**config.mk**
```make
export PLATFORM = sky130hd
export DESIGN_NAME = hd44780_nibble_driver
export DESIGN_NICKNAME = d
export VERILOG_FILES = /design/src/rtl/hd44780_pkg.sv /design/src/rtl/lcd_delay_timer.sv /design/src/rtl/hd44780_nibble_driver.sv
export SDC_FILE = /design/constraint.sdc
export NUM_CORES = 1
export LEC_CHECK = 0
export CORE_MARGIN = 1.5
export CORE_UTILIZATION = 40
export DETAILED_ROUTE_END_ITERATION = 8
export PLACE_DENSITY = 0.62
export SYNTH_ARGS = -nofsm -noshare
export SYNTH_HDL_FRONTEND = slang
export SYNTH_SLANG_ARGS = --single-unit
```
**constraint.sdc**
```tcl
create_clock -name clk -period 3.5 [get_ports clk]
set_input_delay 0.875 -clock clk [delete_from_list [all_inputs] [get_ports clk]]
set_output_delay 0.875 -clock clk [all_outputs]
set_load 0.01 [all_outputs]
```
**src/rtl/hd44780_pkg.sv**
```systemverilog
// Shared types and command constants for the HD44780 4-bit nibble driver.
// The init table below is the power-up sequence that puts the LCD into 4-bit, 2-line mode.
package hd44780_pkg;

  localparam logic [7:0] CMD_FUNC_4BIT_2L = 8'h28;
  localparam logic [7:0] CMD_DISP_ON      = 8'h0C;
  localparam logic [7:0] CMD_CLEAR        = 8'h01;
  localparam logic [7:0] CMD_HOME         = 8'h02;
  localparam logic [7:0] CMD_ENTRY_INC    = 8'h06;

  localparam logic [2:0] INIT_LAST_STEP = 3'd7;

  typedef enum logic [2:0] {
    POWERUP,
    INIT,
    IDLE,
    NIB_SETUP,
    NIB_PULSE,
    NIB_HOLD,
    WAIT
  } state_t;

  typedef struct packed {
    logic        nibble_only;
    logic [7:0]  cmd_byte;
    logic [15:0] wait_us;
  } init_step_t;

  // Nibble-only steps carry their nibble in the high half of cmd_byte.
  function automatic init_step_t init_step(input logic [2:0]  idx,
                                           input logic [15:0] short_us,
                                           input logic [15:0] long_us);
    init_step_t s;
    case (idx)
      3'd0:    s = '{1'b1, 8'h30, 16'd5000};
      3'd1:    s = '{1'b1, 8'h30, 16'd200};
      3'd2:    s = '{1'b1, 8'h30, 16'd200};
      3'd3:    s = '{1'b1, 8'h20, 16'd200};
      3'd4:    s = '{1'b0, CMD_FUNC_4BIT_2L, short_us};
      3'd5:    s = '{1'b0, CMD_DISP_ON, short_us};
      3'd6:    s = '{1'b0, CMD_CLEAR, long_us};
      default: s = '{1'b0, CMD_ENTRY_INC, short_us};
    endcase
    return s;
  endfunction

endpackage

```
**src/rtl/lcd_delay_timer.sv**
```systemverilog
// Down-counter used for every timed phase; done is high while the count sits at 1.
// A state that loads N therefore lasts exactly N cycles.
module lcd_delay_timer #(
  parameter int             W         = 16,
  parameter logic [W-1:0]   RESET_VAL = 1
) (
  input  logic         clk,
  input  logic         rst_n,
  input  logic         load,
  input  logic [W-1:0] value,
  output logic         done
);

  logic [W-1:0] count;

  always_ff @(posedge clk or negedge rst_n) begin
    if (!rst_n) begin
      count <= RESET_VAL;
    end else if (load) begin
      count <= value;
    end else if (count > W'(1)) begin
      count <= count - W'(1);
    end
  end

  assign done = (count == W'(1));

endmodule

```
**src/rtl/hd44780_nibble_driver.sv**
```systemverilog
// HD44780 4-bit bus driver: power-up init, then one byte command per accepted
// writeChar/home request, paced back to the line writer through ready.
//
// state     | meaning
// POWERUP   | waiting for LCD supply to settle after reset
// INIT      | fetch the next init-table step
// IDLE      | ready=1, waiting for writeChar/home
// NIB_SETUP | rs/data driven, E low
// NIB_PULSE | E high
// NIB_HOLD  | E low, rs/data held
// WAIT      | command execution time
module hd44780_nibble_driver
  import hd44780_pkg::*;
#(
  parameter int CLK_HZ        = 12000000,
  parameter int POWERUP_US    = 20000,
  parameter int SHORT_WAIT_US = 50,
  parameter int LONG_WAIT_US  = 2000
) (
  input  logic       clk,
  input  logic       rst_n,
  input  logic [7:0] char,
  input  logic       writeChar,
  input  logic       home,
  output logic       ready,
  output logic       lcd_rs,
  output logic       lcd_rw,
  output logic       lcd_e,
  output logic [3:0] lcd_data
);

  localparam int CYC_US = CLK_HZ / 1000000;
  localparam int MAX_US = (POWERUP_US > 5000)
                          ? ((POWERUP_US > LONG_WAIT_US) ? POWERUP_US : LONG_WAIT_US)
                          : ((LONG_WAIT_US > 5000) ? LONG_WAIT_US : 5000);
  localparam int TW = $clog2(MAX_US * CYC_US + 1);

  localparam logic [TW-1:0] CYC_TW   = TW'(CYC_US);
  localparam logic [TW-1:0] ONE_TW   = TW'(1);
  localparam logic [TW-1:0] PWR_TW   = TW'(POWERUP_US * CYC_US);
  localparam logic [TW-1:0] SHORT_TW = TW'(SHORT_WAIT_US * CYC_US);
  localparam logic [TW-1:0] LONG_TW  = TW'(LONG_WAIT_US * CYC_US);

  if (CYC_US < 1) begin : g_bad_clk
    $error("hd44780_nibble_driver: CLK_HZ must be at least 1 MHz");
  end

  state_t        state;
  logic [2:0]    step;
  logic [7:0]    cur_byte;
  logic          low_phase;
  logic          nib_only;
  logic          in_init;
  logic [TW-1:0] wait_cyc;

  init_step_t    cur_step;
  logic [TW-1:0] step_wait;
  logic          accept;
  logic          last_nibble;
  logic          tmr_load;
  logic [TW-1:0] tmr_value;
  logic          tmr_done;

  assign cur_step    = init_step(step, 16'(SHORT_WAIT_US), 16'(LONG_WAIT_US));
  assign step_wait   = TW'(32'(cur_step.wait_us) * CYC_US);
  assign accept      = (state == IDLE) && (writeChar || home);
  assign last_nibble = nib_only || low_phase;
  assign lcd_rw      = 1'b0;

  // The timer is reloaded on the same edge the FSM changes state, with the
  // length of the state being entered.
  always_comb begin
    tmr_load  = (state == IDLE) ? accept : tmr_done;
    tmr_value = CYC_TW;
    if (state == POWERUP || state == WAIT) begin
      tmr_value = ONE_TW;
    end else if (state == NIB_HOLD && last_nibble) begin
      tmr_value = wait_cyc;
    end
  end

  lcd_delay_timer #(
    .W         (TW),
    .RESET_VAL (PWR_TW)
  ) u_timer (
    .clk   (clk),
    .rst_n (rst_n),
    .load  (tmr_load),
    .value (tmr_value),
    .done  (tmr_done)
  );

  always_ff @(posedge clk or negedge rst_n) begin
    if (!rst_n) begin
      state     <= POWERUP;
      step      <= 3'd0;
      cur_byte  <= 8'h00;
      low_phase <= 1'b0;
      nib_only  <= 1'b0;
      in_init   <= 1'b1;
      wait_cyc  <= ONE_TW;
      ready     <= 1'b0;
      lcd_e     <= 1'b0;
      lcd_rs    <= 1'b0;
      lcd_data  <= 4'h0;
    end else begin
      case (state)
        POWERUP: if (tmr_done) begin
          state   <= INIT;
          step    <= 3'd0;
          in_init <= 1'b1;
        end
        INIT: if (tmr_done) begin
          cur_byte  <= cur_step.cmd_byte;
          nib_only  <= cur_step.nibble_only;
          wait_cyc  <= step_wait;
          low_phase <= 1'b0;
          lcd_rs    <= 1'b0;
          lcd_data  <= cur_step.cmd_byte[7:4];
          state     <= NIB_SETUP;
        end
        IDLE: if (accept) begin
          ready     <= 1'b0;
          in_init   <= 1'b0;
          nib_only  <= 1'b0;
          low_phase <= 1'b0;
          state     <= NIB_SETUP;
          // home takes priority; a simultaneous character is dropped
          if (home) begin
            cur_byte <= CMD_HOME;
            lcd_rs   <= 1'b0;
            lcd_data <= CMD_HOME[7:4];
            wait_cyc <= LONG_TW;
          end else begin
            cur_byte <= char;
            lcd_rs   <= 1'b1;
            lcd_data <= char[7:4];
            wait_cyc <= SHORT_TW;
          end
        end
        NIB_SETUP: if (tmr_done) begin
          lcd_e <= 1'b1;
          state <= NIB_PULSE;
        end
        NIB_PULSE: if (tmr_done) begin
          lcd_e <= 1'b0;
          state <= NIB_HOLD;
        end
        NIB_HOLD: if (tmr_done) begin
          if (!last_nibble) begin
            low_phase <= 1'b1;
            lcd_data  <= cur_byte[3:0];
            state     <= NIB_SETUP;
          end else begin
            state <= WAIT;
          end
        end
        WAIT: if (tmr_done) begin
          if (in_init && step != INIT_LAST_STEP) begin
            step  <= step + 3'd1;
            state <= INIT;
          end else begin
            in_init <= 1'b0;
            ready   <= 1'b1;
            state   <= IDLE;
          end
        end
        default: state <= POWERUP;
      endcase
    end
  end

endmodule

```
Word level (Yosys, flattened, before mapping)
Cells that the tools add are included.
{"block": "classes", "n_addsub": 2, "multipliers": 1, "div": 0, "order_cmp": 1, "eq_ne": 24, "shifts": 0, "mux": 52, "n_bitwise": 0, "n_reduce_logical": 23}
{"operator": "$pmux W25 S6", "n": 1}
{"operator": "$mux W18", "n": 6}
{"operator": "$pmux W18 S2", "n": 1}
{"operator": "$mux W3", "n": 11}
{"operator": "$mux W4", "n": 8}
{"operator": "$pmux W3 S7", "n": 1}
{"operator": "$eq A18 B1 Y1 const B", "n": 1}
{"operator": "$eq A3 B3 Y1 const B", "n": 6}
{"operator": "$gt A18 B1 Y1 const B", "n": 1}
{"operator": "$ne A2 B2 Y1 const B", "n": 9}
{"operator": "$sub A18 B1 Y18 const B", "n": 1}
{"operator": "$mul A16 B2 Y16 const B", "n": 1}
{"operator": "$mux W15", "n": 1}
{"operator": "$mux W1", "n": 13}
{"operator": "$eq A3 B2 Y1 const B", "n": 4}
{"operator": "$pmux W4 S3", "n": 1}
{"operator": "$reduce_and A5 Y1", "n": 2}
{"operator": "$reduce_bool A2 Y1", "n": 5}
{"operator": "$pmux W1 S2", "n": 4}
{"operator": "$pmux W4 S2", "n": 1}
{"operator": "$reduce_and A4 Y1", "n": 2}
{"operator": "$reduce_and A7 Y1", "n": 1}
{"operator": "$eq A3 B1 Y1 const B", "n": 2}
{"operator": "$logic_not A3 Y1", "n": 2}
{"operator": "other kinds (11)", "n": 18}
{"block": "totals", "regBits": 56, "latch_bits": 0, "ramBits": 0, "romBits": 0, "output_inout_bits": 8, "elab_cells": 115, "memories": 0}

Longest topological paths before layout
{"block": "logic_depth", "word_depth": 6, "mapped_depth": 10, "ltp_nobuf": 10}

By module
From an unflattened synthesis, not the netlist that was laid out.
{"block": "unflattened", "hier_cells": 356, "hier_area_um2": 3284.4}
{"mod": "hd44780_nibble_driver", "n_inst": 1, "cells_per_inst": 232, "area_each_um2": 2122.0, "seq_area_each_um2": 828.3}
{"mod": "lcd_delay_timer", "n_inst": 1, "cells_per_inst": 124, "area_each_um2": 1162.4, "seq_area_each_um2": 459.2}

Least setup slack after synthesis
No wires, ideal clock.
{"block": "synth_timing", "path_type": "reg-to-reg", "start": "register step[0]", "end": "register wait_cyc[11]", "setup_time_ns": 0.140, "t_arrival_ns": 2.518, "required_ns": 3.360, "slack_ns": 0.842, "stages_incl_launch_ff": 10, "n_path_buf": 0, "period_less_slack_ns": 2.658, "cell_sequence": "dfrtp_1 -> inv_1 -> ha_1 -> or3_1 -> o21ai_0 -> ha_1 -> a21o_1 -> a21o_1 -> a2111oi_0 -> o41ai_2"}
{"block": "synth_between", "elab_chain_cells": 6, "word_cells_on_any_way": 12}
{"element": "from (decl)", "line": "hd44780_nibble_driver.sv:49", "source": "logic [2:0] step;"}
{"element": "from (signal assigned)", "line": "hd44780_nibble_driver.sv:160", "source": "step <= step + 3'd1;"}
{"element": "$eq A3 B2 Y1 / $eq A3 B1 Y1 (equally long branches)", "line": "hd44780_pkg.sv:34", "source": "case (idx)"}
{"element": "$reduce_or A2 Y1 (no line)"}
{"element": "$pmux W25 S6 (*)", "line": "hd44780_pkg.sv:34"}
{"element": "$mul A16 B2 Y16 (*)", "line": "hd44780_nibble_driver.sv:65", "source": "assign step_wait = TW'(32'(cur_step.wait_us) * CYC_US);"}
{"element": "$mux W18 (*)", "line": "hd44780_nibble_driver.sv:113", "source": "INIT: if (tmr_done) begin"}
{"element": "$pmux W18 S2 (*)", "line": "hd44780_nibble_driver.sv:107", "source": "case (state)"}
{"element": "to (signal assigned)", "line": "hd44780_nibble_driver.sv:116", "source": "wait_cyc <= step_wait;"}
{"element": "to (decl)", "line": "hd44780_nibble_driver.sv:54", "source": "logic [TW-1:0] wait_cyc;"}
Mark *: on every way between the ends. The rest lies on a longest branch, timed or not. The select of a mux whose other input is x is not followed.
A chain may end at the register's enable or synchronous reset.

Worst setup path after layout
Ends and elaborated chain as after synthesis.

==> impl_metrics.yaml <==
yosys:
  ys_seq_area_share_pct: 39.02
  ys.flop_type: "dfrtp_1"
  synth_cell_types: 66
  yosys_warnings: 0
  synth_edf_count: 0
  synth.avg_cell_area_sq_um: 9.849
  yosys_register_bits: 51
  synthesis.area_sq_um: 3299
  ys_async_sr_fraction_pct: 100.0
  synthCells: 335
  syn_nets: 363
timing:
  post-route-period-util_pct: 83.54
  finalSetupViolCount: 0
  fin_ws_ns: 0.5760
  timing.fmax_mhz: 342.0
  relSlewSlack_pct: 24.95
  skew_ns: 0.01904
  finalMaxSlewViolations: 0
  finalHoldViolCount: 0
  rsz0062_at_grt: "no"
  period_needed_ns: 2.924
  finalSetupTns_ns: 0
  tightest_slew_ns: 1.126
finish:
  mostFrequentLayoutCells: "dfrtp_1, nor2_1, nand2_1"
  multi_input_area_sq_um: 1854
  final_common_cell: "dfrtp_1"
  final_layout_size_suffix_gt1_share_pct: 12.68
  area_growth_pct: 11.15
  antenna-diode-count: 0
  nets: 374
  seqCellArea_sq_um: 1287
  nFillCells: 778
flow_run:
  cap_viol_max_count: 0
route:
  wl_per_cell_um: 16.88
  ant_nets: 0
  drtIter0Drc: 97
  routed_wl_mm: 7.580
  drcViolationCount: 0
  vias: 2554
  viasPerCell: 5.688
  first_pass_iters: 4
setup_path:
  critPathMaxStageDelay_ns: 0.52
  reg2reg_from: "step[0]$_DFFE_PN0P_"
  cp_slowest_cell: "a2111oi_0"
  cp.arrival_ns: 3.08
  r2r-end: "wait_cyc[11]$_DFFE_PN0P_"
  r2r_cells: 9
  required_ns: 3.65
  cpLargestDelayFamily: "compound AO/OA/AOI/OAI gates"
  reg2reg_setup_slack_ns: 0.58
  cp_num_buf_inv: 1
  end_kind: "register"
  critPathLaunchType: "register"
  cp_max_fo: 6
  crit_start: "step[0]$_DFFE_PN0P_"
  endpoint: "wait_cyc[11]$_DFFE_PN0P_"
  cp_cell_sequence: "inv_1 -> ha_1 -> or3_1 -> o21ai_0 -> ha_1 -> a21o_1 -> a21o_1 -> a2111oi_0 -> o41ai_2"
  criticalPathCategory: "reg2reg"
  cp_num_cells: 9
worst_hold_path:
  worstHoldPathType: "reg2reg"
  whs_path_depth: 2
global_routing:
  antenna_found_initial: 0
  grt_overflow: 0
  grt_max_degree: 29
  grtUsageTotal_pct: 18.83
  grt_pass1_vias: 2584
  grt_first_pass_wirelength_mm: 13.05
clocking:
  cts_max_level: 2
  cts_root_buf: "clkbuf_8"
  insertion_delay_ns: 0.30
  cts_tree: "yes"
  path_clk_slew_ns: 0.10
  cts_hold_buf: 0
  postCtsResizedCells: 0
  cts_made_buffers: 5
  clock_sinks: 51
  postCtsSetupRepairBufs: 0
  clk_path_buf_depth: 2
floorplan:
  rows: 32
  dieArea_sq_um: 8802
  start_util_pct: 42.04
  die_width_um: 93.82
  die_h_um: 93.82
  ios: 20
  coreArea_sq_um: 7848
pwr:
  power_leakage_nw: 1.497
  total_power_w: 0.001352
  vdd.ir_drop.worst_mv: 0.1560
  power.density_nw_per_um2: 368.6
placed_design:
  dp_hpwl_mm: 5.628
  port_buffers: 18
  finalWeightedCongestion: 0.8960
  dpl_worst_slack_ns: 0.5703
run_status:
  outcome: "complete, no violations"
[state kept, by name, summed over array words and instances, names as in the netlist]
| name | count |
|---|---|
| state | 3 |
| wait_cyc | 14 |
| lcd_e | 1 |
| lcd_data | 4 |
| u_timer.count | 18 |
| cur_byte | 4 |
| in_init | 1 |
| lcd_rs | 1 |
| ready | 1 |
| step | 3 |
| low_phase | 1 |
[report_power, final]
part / leakage [nW] / switching, W / internal (W)
registers: 0.582 / 0.0000599 / 0.000637
clock network: 0.0654 / 0.000197 / 0.000286
logic: 0.850 / 0.0000833 / 0.0000877
total: 1.50 / 0.000341 / 0.00101
[cell type report]
| type | count | area share, % |
|---|---|---|
| multi-input combinational | 252 | 50.56 |
| tap | 102 | 3.480 |
| inverter | 12 | 1.228 |
| timing repair buffer | 24 | 6.005 |
| clock buffer | 6 | 1.979 |
| sequential | 51 | 35.11 |
| clock inverter | 2 | 1.638 |
[cells by family (layout without fill, tap and decap cells)]
family	Yosys count	after routing	share of synthesized area, %
buffers and inverters	32	44	4.778
AND/OR/NAND/NOR	110	110	19.23
multiplexers	25	25	8.077
XOR/XNOR	17	17	4.513
AO/OA/AOI/OAI	83	83	18.20
adder cells (fa/ha/maj)	16	16	6.067
flip-flops	51	51	39.02
other	1	1	0.1137
[tightest hold or removal path, stage by stage, from the launching register on]
cell and delay [ns]:
dfstp_2 0.38, inv_1 0.04, o32ai_1 0.06
[cell usage after synthesis (4+ instances only)]
| master | count | area share [%] |
|---|---|---|
| clkbuf_1 | 5 | 0.57 |
| xnor2_1 | 10 | 2.7 |
| dfstp_2 | 9 | 7.2 |
| ha_1 | 16 | 6.1 |
| dfrtp_1 | 42 | 32 |
| and3_1 | 4 | 0.76 |
| nand3b_1 | 5 | 1.1 |
| inv_1 | 12 | 1.4 |
| nor2_1 | 19 | 2.2 |
| nor2b_1 | 4 | 0.76 |
| mux2_1 | 8 | 2.7 |
| mux2_2 | 5 | 1.7 |
| buf_2 | 9 | 1.4 |
| a21oi_1 | 15 | 2.3 |
| o31ai_1 | 9 | 2.0 |
| nand2_1 | 19 | 2.2 |
| o211ai_1 | 4 | 0.91 |
| nand4_1 | 4 | 0.76 |
| o21ai_0 | 14 | 2.1 |
| nand3_1 | 17 | 2.6 |
| xor2_1 | 7 | 1.9 |
| mux2i_1 | 12 | 3.6 |
| nor3_1 | 11 | 1.7 |
| o2111ai_1 | 7 | 1.9 |
| or3_1 | 6 | 1.1 |
[worst min-delay path by stage]
stage	start	endpoint	slack, ns
after floorplan	in_init$_DFFE_PN1P_	in_init$_DFFE_PN1P_	0.45
after global placement	in_init$_DFFE_PN1P_	in_init$_DFFE_PN1P_	0.46
after detailed placement	in_init$_DFFE_PN1P_	in_init$_DFFE_PN1P_	0.46
after CTS	in_init$_DFFE_PN1P_	in_init$_DFFE_PN1P_	0.48
after global routing	in_init$_DFFE_PN1P_	in_init$_DFFE_PN1P_	0.48
final	in_init$_DFFE_PN1P_	in_init$_DFFE_PN1P_	0.48
[stage by stage]
step | hold WS [ns] | util (%) | std cells | area (sq um)
after floorplan | 0.4476 | - | 335 | 3299
after global placement | 0.4591 | 45.04 | 441 | 3535
after detailed placement | 0.4636 | 45.04 | 441 | 3535
after CTS | 0.4792 | 46.73 | 449 | 3667
after global routing | 0.4845 | 46.73 | 449 | 3667
final | 0.4784 | 46.73 | 449 | 3667
[metal layers]
metal  part of all wire [%]  global-route usage [%]  wire length, um
met4                   0.61                   4.353               46
met5                      0                       0                0
met2                     48                   31.46             3649
met3                    2.0                   3.155              150
met1                     49                   25.44             3733
Power figures use the tool's default switching activity.
